===== src/rtl/tmds_delay_pkg.sv =====
// tmds_delay_pkg -- shared types and constants for the TMDS DELAYF tap controller.
package tmds_delay_pkg;

  localparam int LANES_DEF = 4;
  localparam int TAP_W_DEF = 7;
  localparam int HOLD_DEF  = 2;
  localparam int MAX_TAP   = 127;

  typedef enum logic [2:0] {
    INIT    = 3'd0,
    IDLE    = 3'd1,
    SETUP   = 3'd2,
    PULSE   = 3'd3,
    RECOVER = 3'd4,
    LOAD    = 3'd5,
    DONE    = 3'd6
  } state_e;

  // A lane index addresses a real lane only when it is below the lane count.
  function automatic logic lane_valid(input logic [1:0] lane, input int lanes);
    return (int'(lane) < lanes);
  endfunction

endpackage


===== src/rtl/tmds_delay_phase_tmr.sv =====
// tmds_delay_phase_tmr -- HOLD-cycle phase timer. load restarts a phase;
// expire is high in the last cycle of each phase, and the timer reloads
// itself on expiry so back-to-back phases chain without extra cycles.
module tmds_delay_phase_tmr #(
  parameter int HOLD = 2
) (
  input  logic clk_i,
  input  logic rst_ni,
  input  logic load_i,
  output logic expire_o
);

  localparam logic [3:0] RELOAD = 4'(HOLD - 1);

  logic [3:0] cnt_q;
  logic [3:0] cnt_d;

  // Next count: restart on load or on expiry, otherwise count down.
  always_comb begin
    cnt_d = cnt_q;
    if (load_i || (cnt_q == 4'd0)) begin
      cnt_d = RELOAD;
    end else begin
      cnt_d = cnt_q - 4'd1;
    end
  end

  // Phase counter register.
  always_ff @(posedge clk_i or negedge rst_ni) begin
    if (!rst_ni) begin
      cnt_q <= 4'd0;
    end else begin
      cnt_q <= cnt_d;
    end
  end

  assign expire_o = (cnt_q == 4'd0);

endmodule


===== src/rtl/tmds_delay_ctrl.sv =====
// tmds_delay_ctrl -- steps DELAYF tap positions one MOVE pulse at a time and
// tracks the resulting tap of every TMDS lane. Each step is a DIRECTION setup
// phase, a MOVE high phase and a MOVE low phase, each HOLD cycles long.
// Optional feature: define TMDS_DLY_STEP_CNT_EN to add the step_cnt output,
// a saturating count of issued MOVE pulses.
module tmds_delay_ctrl
  import tmds_delay_pkg::*;
#(
  parameter int LANES = LANES_DEF,
  parameter int TAP_W = TAP_W_DEF,
  parameter int HOLD  = HOLD_DEF
) (
  input  logic                   clk_shift,
  input  logic                   rst_n,
  input  logic                   cmd_valid,
  output logic                   cmd_ready,
  input  logic                   cmd_zero,
  input  logic [1:0]             cmd_lane,
  input  logic [TAP_W-1:0]       cmd_tap,
  output logic [LANES-1:0]       move,
  output logic                   loadn,
  output logic                   dir,
`ifdef TMDS_DLY_STEP_CNT_EN
  output logic [15:0]            step_cnt,
`endif
  output logic [LANES*TAP_W-1:0] tap_cur,
  output logic                   done
);

  localparam logic [TAP_W-1:0] TAP_ZERO = {TAP_W{1'b0}};
  localparam logic [TAP_W-1:0] TAP_ONE  = TAP_W'(1);
  localparam logic [LANES-1:0] MOVE_ONE = LANES'(1);

  state_e           state_q;
  logic [1:0]       lane_q;
  logic [TAP_W-1:0] tgt_q;
  logic [TAP_W-1:0] tap_q [LANES];
  logic [LANES-1:0] move_q;
  logic             loadn_q;
  logic             dir_q;
  logic             done_q;
  logic             ready_q;
  logic             init_q;      // current LOAD sequence is the post-reset resync
  logic             load_rec_q;  // LOAD is in its idle (loadn released) half

  logic [TAP_W-1:0] cmd_tap_cur_s;
  logic [TAP_W-1:0] lane_tap_s;
  logic [TAP_W-1:0] step_tap_s;
  logic             cmd_lane_ok_s;
  logic             accept_s;
  logic             tmr_load_s;
  logic             tmr_expire_s;

  // Look up the tracked tap for the requested lane and for the latched lane.
  always_comb begin
    cmd_tap_cur_s = TAP_ZERO;
    lane_tap_s    = TAP_ZERO;
    for (int i = 0; i < LANES; i++) begin
      cmd_tap_cur_s = (cmd_lane == 2'(i)) ? tap_q[i] : cmd_tap_cur_s;
      lane_tap_s    = (lane_q == 2'(i)) ? tap_q[i] : lane_tap_s;
    end
  end

  assign cmd_lane_ok_s = lane_valid(cmd_lane, LANES);
  assign accept_s      = cmd_valid && ready_q && (state_q == IDLE);
  assign step_tap_s    = dir_q ? (lane_tap_s - TAP_ONE) : (lane_tap_s + TAP_ONE);

  // The timer is held at its reload value outside the timed phases, so the
  // first timed phase after a command or reset gets its full HOLD cycles.
  assign tmr_load_s = (state_q == INIT) || (state_q == IDLE) || (state_q == DONE);

  tmds_delay_phase_tmr #(
    .HOLD (HOLD)
  ) u_phase_tmr (
    .clk_i    (clk_shift),
    .rst_ni   (rst_n),
    .load_i   (tmr_load_s),
    .expire_o (tmr_expire_s)
  );

  // Command sequencer: state, registered DELAYF controls and tracked taps.
  always_ff @(posedge clk_shift or negedge rst_n) begin
    if (!rst_n) begin
      state_q    <= INIT;
      lane_q     <= 2'd0;
      tgt_q      <= TAP_ZERO;
      move_q     <= {LANES{1'b0}};
      loadn_q    <= 1'b1;
      dir_q      <= 1'b0;
      done_q     <= 1'b0;
      ready_q    <= 1'b0;
      init_q     <= 1'b0;
      load_rec_q <= 1'b0;
      for (int i = 0; i < LANES; i++) begin
        tap_q[i] <= TAP_ZERO;
      end
    end else begin
      case (state_q)
        INIT: begin
          // Resync hardware and tracked taps with a silent LOAD sequence.
          state_q    <= LOAD;
          loadn_q    <= 1'b0;
          load_rec_q <= 1'b0;
          init_q     <= 1'b1;
          ready_q    <= 1'b0;
          done_q     <= 1'b0;
          move_q     <= {LANES{1'b0}};
        end
        IDLE: begin
          done_q <= 1'b0;
          if (accept_s) begin
            ready_q <= 1'b0;
            if (cmd_zero) begin
              state_q    <= LOAD;
              loadn_q    <= 1'b0;
              load_rec_q <= 1'b0;
              init_q     <= 1'b0;
            end else if (!cmd_lane_ok_s || (cmd_tap == cmd_tap_cur_s)) begin
              state_q <= DONE;
              done_q  <= 1'b1;
            end else begin
              lane_q  <= cmd_lane;
              tgt_q   <= cmd_tap;
              dir_q   <= (cmd_tap < cmd_tap_cur_s);
              state_q <= SETUP;
            end
          end
        end
        SETUP: begin
          if (tmr_expire_s) begin
            state_q <= PULSE;
            move_q  <= MOVE_ONE << lane_q;
          end
        end
        PULSE: begin
          if (tmr_expire_s) begin
            state_q <= RECOVER;
            move_q  <= {LANES{1'b0}};
          end
        end
        RECOVER: begin
          if (tmr_expire_s) begin
            for (int i = 0; i < LANES; i++) begin
              if (lane_q == 2'(i)) begin
                tap_q[i] <= step_tap_s;
              end
            end
            if (step_tap_s == tgt_q) begin
              state_q <= DONE;
              done_q  <= 1'b1;
            end else begin
              state_q <= SETUP;
            end
          end
        end
        LOAD: begin
          if (tmr_expire_s) begin
            if (!load_rec_q) begin
              load_rec_q <= 1'b1;
              loadn_q    <= 1'b1;
            end else begin
              load_rec_q <= 1'b0;
              for (int i = 0; i < LANES; i++) begin
                tap_q[i] <= TAP_ZERO;
              end
              if (init_q) begin
                init_q  <= 1'b0;
                state_q <= IDLE;
                ready_q <= 1'b1;
              end else begin
                state_q <= DONE;
                done_q  <= 1'b1;
              end
            end
          end
        end
        DONE: begin
          done_q  <= 1'b0;
          ready_q <= 1'b1;
          state_q <= IDLE;
        end
        default: begin
          state_q <= INIT;
          move_q  <= {LANES{1'b0}};
          loadn_q <= 1'b1;
          done_q  <= 1'b0;
          ready_q <= 1'b0;
        end
      endcase
    end
  end

`ifdef TMDS_DLY_STEP_CNT_EN
  logic [15:0] step_cnt_q;

  // Saturating MOVE pulse counter, cleared by every zeroing command.
  always_ff @(posedge clk_shift or negedge rst_n) begin
    if (!rst_n) begin
      step_cnt_q <= 16'd0;
    end else if (accept_s && cmd_zero) begin
      step_cnt_q <= 16'd0;
    end else if ((state_q == SETUP) && tmr_expire_s && (step_cnt_q != 16'hFFFF)) begin
      step_cnt_q <= step_cnt_q + 16'd1;
    end else begin
      step_cnt_q <= step_cnt_q;
    end
  end

  assign step_cnt = step_cnt_q;
`endif

  for (genvar g = 0; g < LANES; g++) begin : g_tap
    assign tap_cur[g*TAP_W +: TAP_W] = tap_q[g];
  end

  assign move      = move_q;
  assign loadn     = loadn_q;
  assign dir       = dir_q;
  assign done      = done_q;
  assign cmd_ready = ready_q;

endmodule


===== config.mk =====
export PLATFORM = sky130hd
export DESIGN_NAME = tmds_delay_ctrl
export DESIGN_NICKNAME = d
export VERILOG_FILES = /design/src/rtl/tmds_delay_pkg.sv /design/src/rtl/tmds_delay_phase_tmr.sv /design/src/rtl/tmds_delay_ctrl.sv
export SDC_FILE = /design/constraint.sdc
export NUM_CORES = 1
export LEC_CHECK = 0
export BUFFER_PORTS_ARGS = -buffer_cell sky130_fd_sc_hd__buf_2
export CORE_ASPECT_RATIO = 2
export CORE_MARGIN = 4
export CORE_UTILIZATION = 25
export CTS_BUF_LIST = sky130_fd_sc_hd__clkbuf_16
export CTS_CLUSTER_SIZE = 8
export DETAILED_ROUTE_END_ITERATION = 8
export GPL_ROUTABILITY_DRIVEN = 1
export HOLD_SLACK_MARGIN = 0.1
export MAX_ROUTING_LAYER = met4
export PLACE_DENSITY = 0.51
export SLEW_MARGIN = 20
export SYNTH_ARGS = -nofsm -noshare
export SYNTH_HDL_FRONTEND = slang
export SYNTH_SLANG_ARGS = --single-unit

===== constraint.sdc =====
create_clock -name clk_shift -period 3.45 [get_ports clk_shift]
set_clock_uncertainty 0.05 [all_clocks]
set_input_delay 0.345 -clock clk_shift [delete_from_list [all_inputs] [get_ports clk_shift]]
set_output_delay 0.345 -clock clk_shift [all_outputs]
set_load 0.01 [all_outputs]

==> impl_metrics.yaml <==
status:
  status: "finished clean"
sta:
  setup_viol: 0
  setup_ws_ns: 0.177
  drv_slew: 0
  fin_crit_sh_pct: 94.9
  setup_tns_ns: 0
  max_slew_margin_pct: 35.1
  hold_viol: 0
  hold_ws_ns: 0.242
  fmax_mhz: 306
  min_period_ns: 3.27
  rsz0062_at_grt: "false"
  tightestPinTransition_ns: 0.967
yosys:
  syn_inst: 305
  synth_top_area_share_pct: 41.2
  synth_fa_ha_area_share_pct: 5.68
  synthMuxAreaShare_pct: 17.1
  synth_nets: 332
  synth_cell_types: 51
  yosys_warnings: 0
  yosys.area_share.simple_pct: 12.1
  synth_edf_count: 0
  avgSynthCellArea_sq_um: 10.5
  synth-seq-cells: 54
  synth-compound-area-share_pct: 14.6
  synth_top_family_by_area: "multiplexers"
  synth_common_cells: "dfrtp_1 (53), nand2_1 (35), o21ai_0 (22), nor2_1 (20), inv_1 (16)"
  synth_ff_type: "dfrtp_1"
  ys_seq_area_share_pct: 42.1
  ys_async_sr_fraction_pct: 100
  yosys-top-cells-area: "dfrtp_1 (41%), mux4_2 (9.8%), ha_1 (5.1%), mux2_2 (4.9%), nand2_1 (4.1%)"
  syn_area_sq_um: 3220
  synth_top_area_cell: "dfrtp_1"
  synth-xor-area-share_pct: 4.82
  yosysMostFrequentCell: "dfrtp_1"
routing:
  maxUsedRoutingLayer: "met4"
  wl_met3_um: 277
  drt_iter0_markers: 84
  dr_wl_met2_um: 5560
  drc: 0
  met1_length_um: 3040
  vias: 2533
  drtAntennaViolNets: 0
  routed_via_density: 5.01
  wire_per_inst_um: 18.6
  drt_first_pass_iters: 4
  wl_um: 9400
placement:
  place_inst: 497
  globalplace.congestion: 0.910
  io_buffers: 48
  dpl_worst_slack_ns: 0.213
  hpwlAfterDp_um: 7490
min_path:
  holdCritPathClass: "input pin to register"
  hold_depth: 2
  hold_start: "cmd_tap[4]"
  holdPathEnd: "tgt_q[4]"
power:
  p_clk_share_pct: 45.8
  power_density_nw_per_um2: 328
  peakVddDrop_uv: 263
  internal_power_uw: 990
  p_switching_uw: 263
  power_frac_comb_pct: 3.8
  p_leak_uw: 0.00181
  switching_share_pct: 21.0
  seqPwrFrac_pct: 50.5
critical_path:
  path_max_fanout: 8
  crit_buf_inv: 0
  r2r-end: "state_q[2]"
  path_cells: "mux4_2 -> fa_1 -> a211oi_1 -> o21bai_1 -> a21oi_1 -> xnor2_1 -> xnor2_2 -> nor4_2 -> a221o_1"
  r2r_cells: 9
  cp-end-kind: "register"
  worstPathRequired_ns: 3.64
  crit_cells: 9
  rrSetupSlack_ns: 0.18
  path_delay_family: "compound AO/OA/AOI/OAI gates"
  critPathKind: "register to register"
  critical_path.startpoint_type: "register"
  arrival_ns: 3.46
  slowest_delay_ns: 0.62
  r2r-start: "lane_q[0]"
  slowest_stage: "dfrtp_1"
clock_network:
  cts_buffers: 5
  ctsResizeCount: 0
  cts_tree: "done"
  ctsRootBufferMaster: "clkbuf_16"
  clockBufferDepth: 2
  htree_levels: 2
  clk_latency_ns: 0.30
  cts_num_sinks: 54
  clk_pin_slew_ns: 0.07
die:
  start_util_pct: 25.5
  design.core.area_sq_um: 12600
  die_w_um: 88.2
  row_count: 58
  die_area_sq_um: 14900
  die_h_um: 168
  io_pins: 49
grt:
  grt_max_degree: 31
  globalRouteTotalUtil_pct: 13.8
  grt-ovfl-total: 0
  antenna_found_initial: 0
  first_global_vias: 2693
  grt_pass1_wl_um: 14900
run:
  drv_cap: 0
finish:
  nets: 382
  n_antenna_cell: 0
  instances_no_fill: 506
  area_delta_synth_final_pct: 18.9
  final_layout_size_suffix_gt1_share_pct: 28.9
## stage by stage
| stage | util [%] | area (sq um) | total power, uW |
|---|---|---|---|
| 4_1_cts | 30.3 | 3820 | 1270 |
| 5_1_grt | 30.3 | 3820 | 1300 |
| 2_1_floorplan | - | 3220 | 664 |
| 3_3_place_gp | 28.9 | 3650 | 692 |
| 6_report | 30.3 | 3820 | 1250 |
| 3_5_place_dp | 28.9 | 3650 | 693 |
## per-layer routing
metal	vias up	track usage, %
met3	21	1.71
met5	-	-
met2	63	26.0
met1	1256	12.6
met4	0	8.16
li1	1193	-
## power by group through the flow
stage	logic [uW]	registers (uW)	clock network [uW]
2_1_floorplan	18.9	645	0
3_3_place_gp	47.3	645	0
3_5_place_dp	48.3	645	0
4_1_cts	49.5	632	593
5_1_grt	54.6	632	616
6_report	47.0	633	573
## worst register-to-register path, stage by stage (launching register included)
cell and delay (ns):
dfrtp_1 0.62, mux4_2 0.62, fa_1 0.47, a211oi_1 0.26
o21bai_1 0.11, a21oi_1 0.21, xnor2_1 0.22, xnor2_2 0.10
nor4_2 0.37, a221o_1 0.19
## final cells by class
type                       instances  area (sq um)
clock buffer                       5           125
clock inverter                     3          40.0
fill                            1361          8800
inverter                          17          63.8
multi-input combinational        220          1740
sequential                        54          1350
tap                              150           188
timing repair buffer              57           310
## what timing repair did
item,4_1_cts,5_1_grt
hold buffers,1,0
setup buffers,0,0
hold endpoints to repair,24,0
## registers in the layout, summed over array words and instances, names as in the netlist
register           count
move                   4
load_rec_q             1
init_q                 1
tap_cur               28
done                   1
cmd_ready              1
loadn                  1
tgt_q                  7
dir                    1
lane_q                 2
state_q                3
u_phase_tmr.cnt_q      4
## cells by family (layout without fill, tap and decap cells)
kind of cell,count (synthesis),count (layout)
buffers and inverters,31,82
AO/OA/AOI/OAI,72,72
multiplexers,35,35
flip-flops,54,54
XOR/XNOR,16,16
AND/OR/NAND/NOR,83,83
adder cells (fa/ha/maj),14,14
## layout by cell type, fill, tap and decap left out, types with 4 or more instances in the layout
| cell | count |
|---|---|
| dfrtp_1 | 53 |
| buf_2 | 48 |
| nand2_1 | 35 |
| o21ai_0 | 22 |
| nor2_1 | 20 |
| inv_1 | 16 |
| mux4_2 | 14 |
| mux2_2 | 14 |
| ha_1 | 13 |
| o21ai_1 | 11 |
| a21oi_1 | 10 |
| xnor2_1 | 9 |
| buf_4 | 8 |
| nand2b_1 | 7 |
| nor2b_1 | 5 |
| nand3_1 | 5 |
| o21a_1 | 5 |
| xor2_1 | 5 |
| mux2_1 | 5 |
| clkbuf_16 | 5 |
| o41ai_1 | 4 |
## how the worst max path moves through the flow
stage                     startpoint         end
after detailed placement   lane_q[0]  state_q[2]
after CTS                  lane_q[0]  state_q[2]
final                      lane_q[0]  state_q[2]
after global routing       lane_q[0]  state_q[2]
after global placement     lane_q[0]  state_q[2]
after floorplan            lane_q[0]  state_q[2]
(Power assumes the default switching activity.)
